--- src/rtl/gen_bus_write_buffer.sv ---
// Purpose: posted-write buffer between the core's generic bus and the memory-side generic bus.
// Latency: stores are accepted with zero wait. A load issues mem_ren one cycle after it is requested.
// Backpressure: cpu_busy=1 while the buffer is full or drain_req is set (stores), or until the memory read completes (loads).
//
// Ports:
//   CLK, nRST                       clock; asynchronous active-high reset
//   cpu_addr/wdata/byte_en/ren/wen  CPU request side; requests are held until cpu_busy=0
//   cpu_rdata, cpu_busy             load data, and the completion indication (0 = request completes this cycle)
//   mem_addr/wdata/byte_en/ren/wen  memory request side; registered (Moore) outputs
//   mem_rdata, mem_busy             memory response (mem_busy=0 means the request completes this cycle)
//   drain_req                       blocks new stores and lets the buffer drain
//   empty                           no buffered entries and no memory store in flight
//   count                           number of valid entries
module gen_bus_write_buffer #(
    parameter int DEPTH = 4,
    parameter int CNT_W = $clog2(DEPTH + 1)
) (
    input  logic             CLK,
    input  logic             nRST,
    input  logic [31:0]      cpu_addr,
    input  logic [31:0]      cpu_wdata,
    input  logic [3:0]       cpu_byte_en,
    input  logic             cpu_ren,
    input  logic             cpu_wen,
    output logic [31:0]      cpu_rdata,
    output logic             cpu_busy,
    output logic [31:0]      mem_addr,
    output logic [31:0]      mem_wdata,
    output logic [3:0]       mem_byte_en,
    output logic             mem_ren,
    output logic             mem_wen,
    input  logic [31:0]      mem_rdata,
    input  logic             mem_busy,
    input  logic             drain_req,
    output logic             empty,
    output logic [CNT_W-1:0] count
);
    localparam int PTR_W = $clog2(DEPTH);

    typedef enum logic [1:0] {IDLE, WRITE, READ} state_t;

    state_t             state;
    logic [31:0]        q_addr  [DEPTH];
    logic [31:0]        q_wdata [DEPTH];
    logic [3:0]         q_be    [DEPTH];
    logic [DEPTH-1:0]   q_vld;
    logic [PTR_W-1:0]   wptr;
    logic [PTR_W-1:0]   rptr;
    logic [CNT_W-1:0]   count_q;

    logic push;
    logic pop;
    logic hit;
    logic load_req;

    // A full buffer refuses the store even if the head pops this cycle.
    assign push     = cpu_wen && !drain_req && (count_q < CNT_W'(DEPTH));
    assign pop      = (state == WRITE) && !mem_busy;
    // A store takes precedence over a simultaneous load request.
    assign load_req = cpu_ren && !cpu_wen;

    // Word-address match against every buffered entry, including the head
    // currently being written to memory. Byte enables are deliberately ignored.
    always_comb begin
        hit = 1'b0;
        for (int i = 0; i < DEPTH; i++) begin
            if (q_vld[i] && (q_addr[i][31:2] == cpu_addr[31:2])) begin
                hit = 1'b1;
            end
        end
    end

    always_comb begin
        cpu_busy  = 1'b1;
        cpu_rdata = '0;
        if (cpu_wen) begin
            cpu_busy = !push;
        end else if (cpu_ren && (state == READ) && !mem_busy) begin
            cpu_busy  = 1'b0;
            cpu_rdata = mem_rdata;
        end
    end

    assign empty = (count_q == '0) && (state != WRITE);
    assign count = count_q;

    // Entry storage: no reset is needed because validity lives in q_vld.
    always_ff @(posedge CLK) begin
        if (push) begin
            q_addr[wptr]  <= cpu_addr;
            q_wdata[wptr] <= cpu_wdata;
            q_be[wptr]    <= cpu_byte_en;
        end
    end

    // Pointers, count and valid flags. Push and pop never address the same
    // slot: a pop implies a non-empty buffer, and a push implies one that is not full.
    always_ff @(posedge CLK or posedge nRST) begin
        if (nRST) begin
            wptr    <= '0;
            rptr    <= '0;
            count_q <= '0;
            q_vld   <= '0;
        end else begin
            if (pop) begin
                q_vld[rptr] <= 1'b0;
                rptr        <= rptr + PTR_W'(1);
            end
            if (push) begin
                q_vld[wptr] <= 1'b1;
                wptr        <= wptr + PTR_W'(1);
            end
            count_q <= count_q + CNT_W'(push) - CNT_W'(pop);
        end
    end

    // Memory-side sequencer. Every transaction returns to IDLE, which
    // guarantees one idle cycle between memory transactions and gives
    // non-hitting loads a chance to overtake pending stores.
    always_ff @(posedge CLK or posedge nRST) begin
        if (nRST) begin
            state       <= IDLE;
            mem_ren     <= 1'b0;
            mem_wen     <= 1'b0;
            mem_addr    <= '0;
            mem_wdata   <= '0;
            mem_byte_en <= '0;
        end else begin
            case (state)
                IDLE: begin
                    if (load_req && !hit) begin
                        state       <= READ;
                        mem_ren     <= 1'b1;
                        mem_addr    <= cpu_addr;
                        mem_wdata   <= '0;
                        mem_byte_en <= cpu_byte_en;
                    end else if (count_q != '0) begin
                        state       <= WRITE;
                        mem_wen     <= 1'b1;
                        mem_addr    <= q_addr[rptr];
                        mem_wdata   <= q_wdata[rptr];
                        mem_byte_en <= q_be[rptr];
                    end
                end
                WRITE: begin
                    if (!mem_busy) begin
                        state       <= IDLE;
                        mem_wen     <= 1'b0;
                        mem_addr    <= '0;
                        mem_wdata   <= '0;
                        mem_byte_en <= '0;
                    end
                end
                READ: begin
                    if (!mem_busy) begin
                        state       <= IDLE;
                        mem_ren     <= 1'b0;
                        mem_addr    <= '0;
                        mem_byte_en <= '0;
                    end
                end
                default: begin
                    state   <= IDLE;
                    mem_ren <= 1'b0;
                    mem_wen <= 1'b0;
                end
            endcase
        end
    end
endmodule

--- config.mk ---
export PLATFORM = sky130hd
export DESIGN_NAME = gen_bus_write_buffer
export DESIGN_NICKNAME = d
export VERILOG_FILES = /design/src/rtl/gen_bus_write_buffer.sv
export SDC_FILE = /design/constraint.sdc
export NUM_CORES = 1
export LEC_CHECK = 0
export ABC_AREA = 1
export BUFFER_PORTS_ARGS = -buffer_cell sky130_fd_sc_hd__buf_2
export CAP_MARGIN = 0
export CORE_ASPECT_RATIO = 0.5
export CORE_MARGIN = 8
export CORE_UTILIZATION = 55
export DETAILED_ROUTE_END_ITERATION = 12
export PLACE_DENSITY = 0.82
export SYNTH_ARGS = -nofsm -noshare
export SYNTH_HDL_FRONTEND = slang
export SYNTH_SLANG_ARGS = --single-unit
--- constraint.sdc ---
create_clock -name CLK -period 5.1 [get_ports CLK]
set_input_delay 0 -clock CLK [delete_from_list [all_inputs] [get_ports CLK]]
set_output_delay 0 -clock CLK [all_outputs]
set_load 0.01 [all_outputs]
; Word level (Yosys, flattened, before mapping)
; Memories as Yosys holds them, arrays and structs flattened.
; Cells that the tools add are included.
; Widths: inputs -> output; s select.
[totals]
inputBits = 106
ramBits = 272
elab_cells = 108
n_memories = 3
register_bits = 83
output_inout_bits = 107
[memory_table]
columns = memory, words, word_bits, rd, rd_ports_with_merged_regs, wr, line
row1 = q_addr, 4, 32, 5, 0, 1, 43  ; logic [31:0] q_addr [DEPTH];
row2 = q_wdata, 4, 32, 1, 0, 1, 44  ; logic [31:0] q_wdata [DEPTH];
row3 = q_be, 4, 4, 1, 0, 1, 45  ; logic [3:0] q_be [DEPTH];
[classes]
n_addsub = 4
reduce_logical = 30
muxes = 37
order_cmp = 5
bitwise_logic = 5
n_eq_ne = 14
[ops]
columns = operator, n
row1 = $mux 32, 7
row2 = $pmux 32 s2, 2
row3 = $eq 30x30->1, 4
row4 = $mux 4, 5
row5 = $logic_and 1x1->1, 14
row6 = $mux 1, 14
row7 = $ne 2x2->1 const B, 6
row8 = $reduce_and 3->1, 3
row9 = $pmux 4 s2, 1
row10 = $lt 2x3->1 const B, 2
row11 = $mux 2, 3
row12 = $pmux 1 s3, 2
row13 = $logic_not 1->1, 5
row14 = $add 2x1->2 const B, 2
row15 = $and 4x4->4, 1
row16 = $demux 1 s2, 2
row17 = $ge 2x1->1 const B, 2
row18 = $not 4->4, 1
row19 = $or 4x4->4, 1
row20 = $pmux 2 s2, 1
row21 = $reduce_and 4->1, 1
row22 = $reduce_bool 2->1, 2
row23 = $add 3x1->3, 1
row24 = $logic_not 3->1, 1
row25 = other kinds (11), 12

; Depth between registers and ports, before layout
[depth]
ltp_word = 10
ltp_mapped = 18
depth_no_buf = 16

; Worst setup path before layout
; OpenSTA, ideal clock, no wires.
[synth_path]
kind = register to register
start = reg count_q[2] (netlist: count[2])
end = mem q_addr[0][0], enable pin
setup_slack_ns = 0.565
required_ns = 4.605
t_arrival_ns = 4.040
path_buffers = 0
setup_ns = 0.495
stages_incl_launch_ff = 4
path_cell_list = dfrtp_1 nor3_1 clkinv_1 nor2_1
[synth_between]
elab_chain_cells = 4
[synth_rtl]
columns = item, line
row1 = start: declaration, 49  ; logic [CNT_W-1:0] count_q;
row2 = start signal: assignment, 113  ; count_q <= count_q + CNT_W'(push) - CNT_W'(pop);
row3 = $lt 3x3->1, 57  ; assign push = cpu_wen && !drain_req && (count_q < CNT_W'(DEPTH));
row4 = $logic_and 1x1->1, 57
row5 = $mux 1, 89  ; if (push) begin
row6 = $mux 1 (not written as such), 90  ; q_addr[wptr] <= cpu_addr;
row7 = end: declaration, 43
; No other way between the ends.

==> metrics.md <==
| Metric | Value |
|---|---|
| Status | `finished, final reports clean` |
| Syn nets | `a little over 2k` |
| Core Rows | `45` |
| Critical Path Fanout Max | `32` |
| TritonRoute pass-1 iters | `5` |
| Synth top area cells | `edfxtp_1, nand2_1, dfrtp_1, nor2_1, inv_1` |
| Area Growth Syn to Fin | `18.9%` |
| Initial Util | `0.560` |
| Max Used Layer | `met4` |
| Placed Cells | `2465` |
| Core Box Area | `30400 um2` |
| Final Hold Fails | `0` |
| CP Launch Type | `flop` |
| Die width | `265 um` |
| Routed met2 length | `roughly 24000 um` |
| Routed len/inst | `18.7 um` |
| DRT Wirelength | `48600 um` |
| Synth Register Bits | `355` |
| GR Overflow Total | `0` |
| Die Height | `140 um` |
| Die ar. | `37200 um2` |
| Slew Viols, Final | `0` |
| Post-Synth Adder-Cell Area | `0.0115` |
| Worst Hold Class | `primary input to flop` |
| Post-detail-place hpwl | `just over 30000 um` |
| Worst path required time | `5.55 ns` |
| Count of boundary I/O pins | `213` |
| Sequential fraction of the synthesis area | `0.601` |
| Worst hold start | `cpu_wen` |
| Worst Tran Pin Value | `around 1.2 ns` |
| H-Tree Level Count | `1` |
| Clk_skew | `0.0214 ns` |
| Post-synthesis average cell area | `8.91 um2` |
| CTS tree | `yes` |
| Post-cts sizing count | `0` |
| Yosys warns | `0` |
| Top FF cell, synth | `edfxtp_1` |
| Post-placement cell area | `18500 um2` |
| FF-to-FF path depth | `14` |
| Clock Sinks | `355` |
| Simple-gate portion of the synthesized area | `0.231` |
| IO buf count | `212` |
| Via density per instance | `5.52` |
| Worst skew pair latency | `0.58 ns` |
| Final TNS setup | `0 ns` |
| M1 WL | `18800 um` |
| CP Capture Type | `flop` |
| Relative slew slack | `0.213` |
| Detail Route Antenna Nets | `0` |
| Reg2Reg Setup Slack | `1.75 ns` |
| Post-route insts no fill | `2598` |
| Netlist cell types | `37` |
| Maximum clock path buffer count | `3` |
| Design area | `20300 um2` |
| Nets | `2292` |
| Root buf cell | `clkbuf_16` |
| Worst vdd ir | `0.000369 V` |
| Post-synth ARST share | `0.234` |
| Post-synth top area cell | `edfxtp_1` |
| Largest family of logic cells by synthesized area | `simple AND/OR/NAND/NOR gates` |
| CTS Buf Count | `31` |
| First-pass GRT wire length | `75300 um` |
| RSZ-0062 raised after global routing | `false` |
| Worst r2r src | `q_addr[3][24]$_DFFE_PP_` |
| Violation count after the first detailed-routing iteration | `1755` |
| Final Wtd Congestion | `about 0.99` |
| Synth top area share | `0.479` |
| Share of cells above drive strength 1 | `0.145` |
| Fillers | `approximately 2.3k` |
| Period utilization | `0.658` |
| Drt drc | `0` |
| DR vias | `~14k` |
| Final Critical Period | `between 3 and 4 ns` |
| Cells on Worst Hold Path | `5` |
| CP arrival | `3.80 ns` |
| Mapped cell area | `17000 um2` |
| XOR/XNOR Fraction of Synth Area | `0.0103` |
| Reg clk slew, reported paths | `0.07 ns` |
| Setup ws final | `about 1.7 ns` |
| Crit Reg-Reg Endpoint | `mem_wdata[6]$_DFFE_PP0P_` |
| Min-Delay Endpoint | `q_vld[1]$_DFF_PP0_` |
| Initial antenna violation count | `3` |
| Largest net degree at the start of global routing | `between 80 and 90` |
| Met3 WL | `between 3000 and 4000 um` |
| Number of max-cap violations | `0` |
| Leakage | `9.41 nW` |
| PD cells | `between 400 and 500 nW/um2` |
| Gr usage total | `0.252` |
| F_max | `298 MHz` |
| Vias in the first global route | `14.0k` |
| Mux contribution to synthesized area | `0` |
| Setup CP Type | `flop to flop` |
| DP Worst Slack | `1.86 ns` |
| Post-Syn Instances | `around 1.9k` |
| Post-synth EDFFs | `272` |
| Design Power | `9.98 mW` |
| Setup Viol. Count Final | `0` |
| Synth Area in Compound Gates | `0.0796` |
routing by layer:
metal,up-vias,track usage
met2,754,0.440
met1,6760,0.320
met4,0,0.0983
li1,6690,-
met5,-,0
met3,126,0.0323
how the worst max path moves through the flow:
stage	cells past startpoint	slack, ns	end	from
4_1_cts	14	1.84	mem_wdata[27]$_DFFE_PP0P_	q_addr[3][24]$_DFFE_PP_
6_report	14	1.75	mem_wdata[6]$_DFFE_PP0P_	q_addr[3][24]$_DFFE_PP_
2_1_floorplan	3	0.57	q_addr[0][0]$_DFFE_PP_	count[2]$_DFF_PP0_
3_5_place_dp	9	1.86	mem_addr[7]$_DFFE_PP0P_	rptr[0]$_DFFE_PP0P_
5_1_grt	9	1.51	mem_addr[24]$_DFFE_PP0P_	rptr[0]$_DFFE_PP0P_
3_3_place_gp	4	1.95	q_addr[3][6]$_DFFE_PP_	count[2]$_DFF_PP0_
cell type report:
| class | instances | area, um2 | area share |
|---|---|---|---|
| sequential | 355 | 10200 | 0.506 |
| multi-input combinational | 1264 | 5690 | 0.281 |
| timing repair buffer | 301 | 1950 | 0.0961 |
| clock buffer | 40 | 850 | 0.0419 |
| inverter | 218 | 821 | 0.0405 |
| tap | 399 | 499 | 0.0246 |
| clock inverter | 18 | 199 | 0.00982 |
| antenna | 3 | 7.51 | 0.000370 |
registers in the layout, indices dropped and copies added (netlist names):
| signal | count |
|---|---|
| count | 3 |
| mem_ren | 1 |
| wptr | 2 |
| rptr | 2 |
| q_vld | 4 |
| q_be | 16 |
| mem_wen | 1 |
| mem_byte_en | 4 |
| q_wdata | 128 |
| mem_wdata | 32 |
| q_addr | 128 |
| state | 2 |
| mem_addr | 32 |
worst max-delay path: stages, from the launching register on:
cell and delay, ns:
edfxtp_1 0.41, inv_1 0.10, nand2_1 0.05, nand2_1 0.09, nor2_1 0.05, nand2_1 0.09
nor2_1 0.06, nand2_1 0.07, nor2_2 0.05, nor2_4 0.46, nand3_4 0.27, a21oi_4 0.72
inv_2 0.51, nand2_1 0.15, nand2_1 0.11
where the power goes:
| part | internal, mW | leakage [nW] | switching (mW) |
|---|---|---|---|
| clock network | 1.38 | 0.523 | 1.06 |
| registers | 3.58 | 3.51 | 0.311 |
| logic | 1.16 | 5.37 | 2.47 |
| total | 6.13 | 9.41 | 3.85 |
cell usage in the layout (no fill, tap or decap), types with 14 or more instances in the layout:
master / count
nand3b_1: 33
dfrtp_1: 81
nand2_1: 623
nand3_1: 43
edfxtp_1: 272
nor2_1: 256
o22ai_1: 32
inv_2: 18
clkbuf_16: 31
o21ai_0: 134
buf_2: 212
ha_1: 14
buf_4: 14
a21oi_1: 72
dlygate4sd3_1: 72
inv_1: 196
what timing repair did:
item,in CTS,in global routing
hold buffers,72,0
buffers inserted,0,0
hold endpoints to repair,383,0
endpoints found under the setup margin,0,0
logic make-up after synthesis:
logic type      count (synthesis)
simple gates                  975
flops                         355
fa+ha+maj                      15
compound gates                254
buf+inv                       293
xor+xnor                       20
stage by stage:
step | hold WS [ns] | utilization
2_1_floorplan | 0.0871 | -
3_3_place_gp | 0.214 | 0.608
3_5_place_dp | 0.217 | 0.608
4_1_cts | 0.0266 | 0.666
5_1_grt | 0.0793 | 0.666
6_report | 0.0491 | 0.666
cells in the mapped netlist (all sizes together), types with 2 or more instances:
cell,count
a22oi,9
o21ai,136
edfxtp,272
nor2,265
o22ai,32
clkbuf,52
inv,216
xnor2,13
nor3,2
dfrtp,83
clkinv,2
nand3,44
nand4,2
a21oi,73
o31ai,2
ha,14
nand3b,34
xor2,7
nand2,625
buf,23
Note: power is estimated with default switching activity, not from simulation.
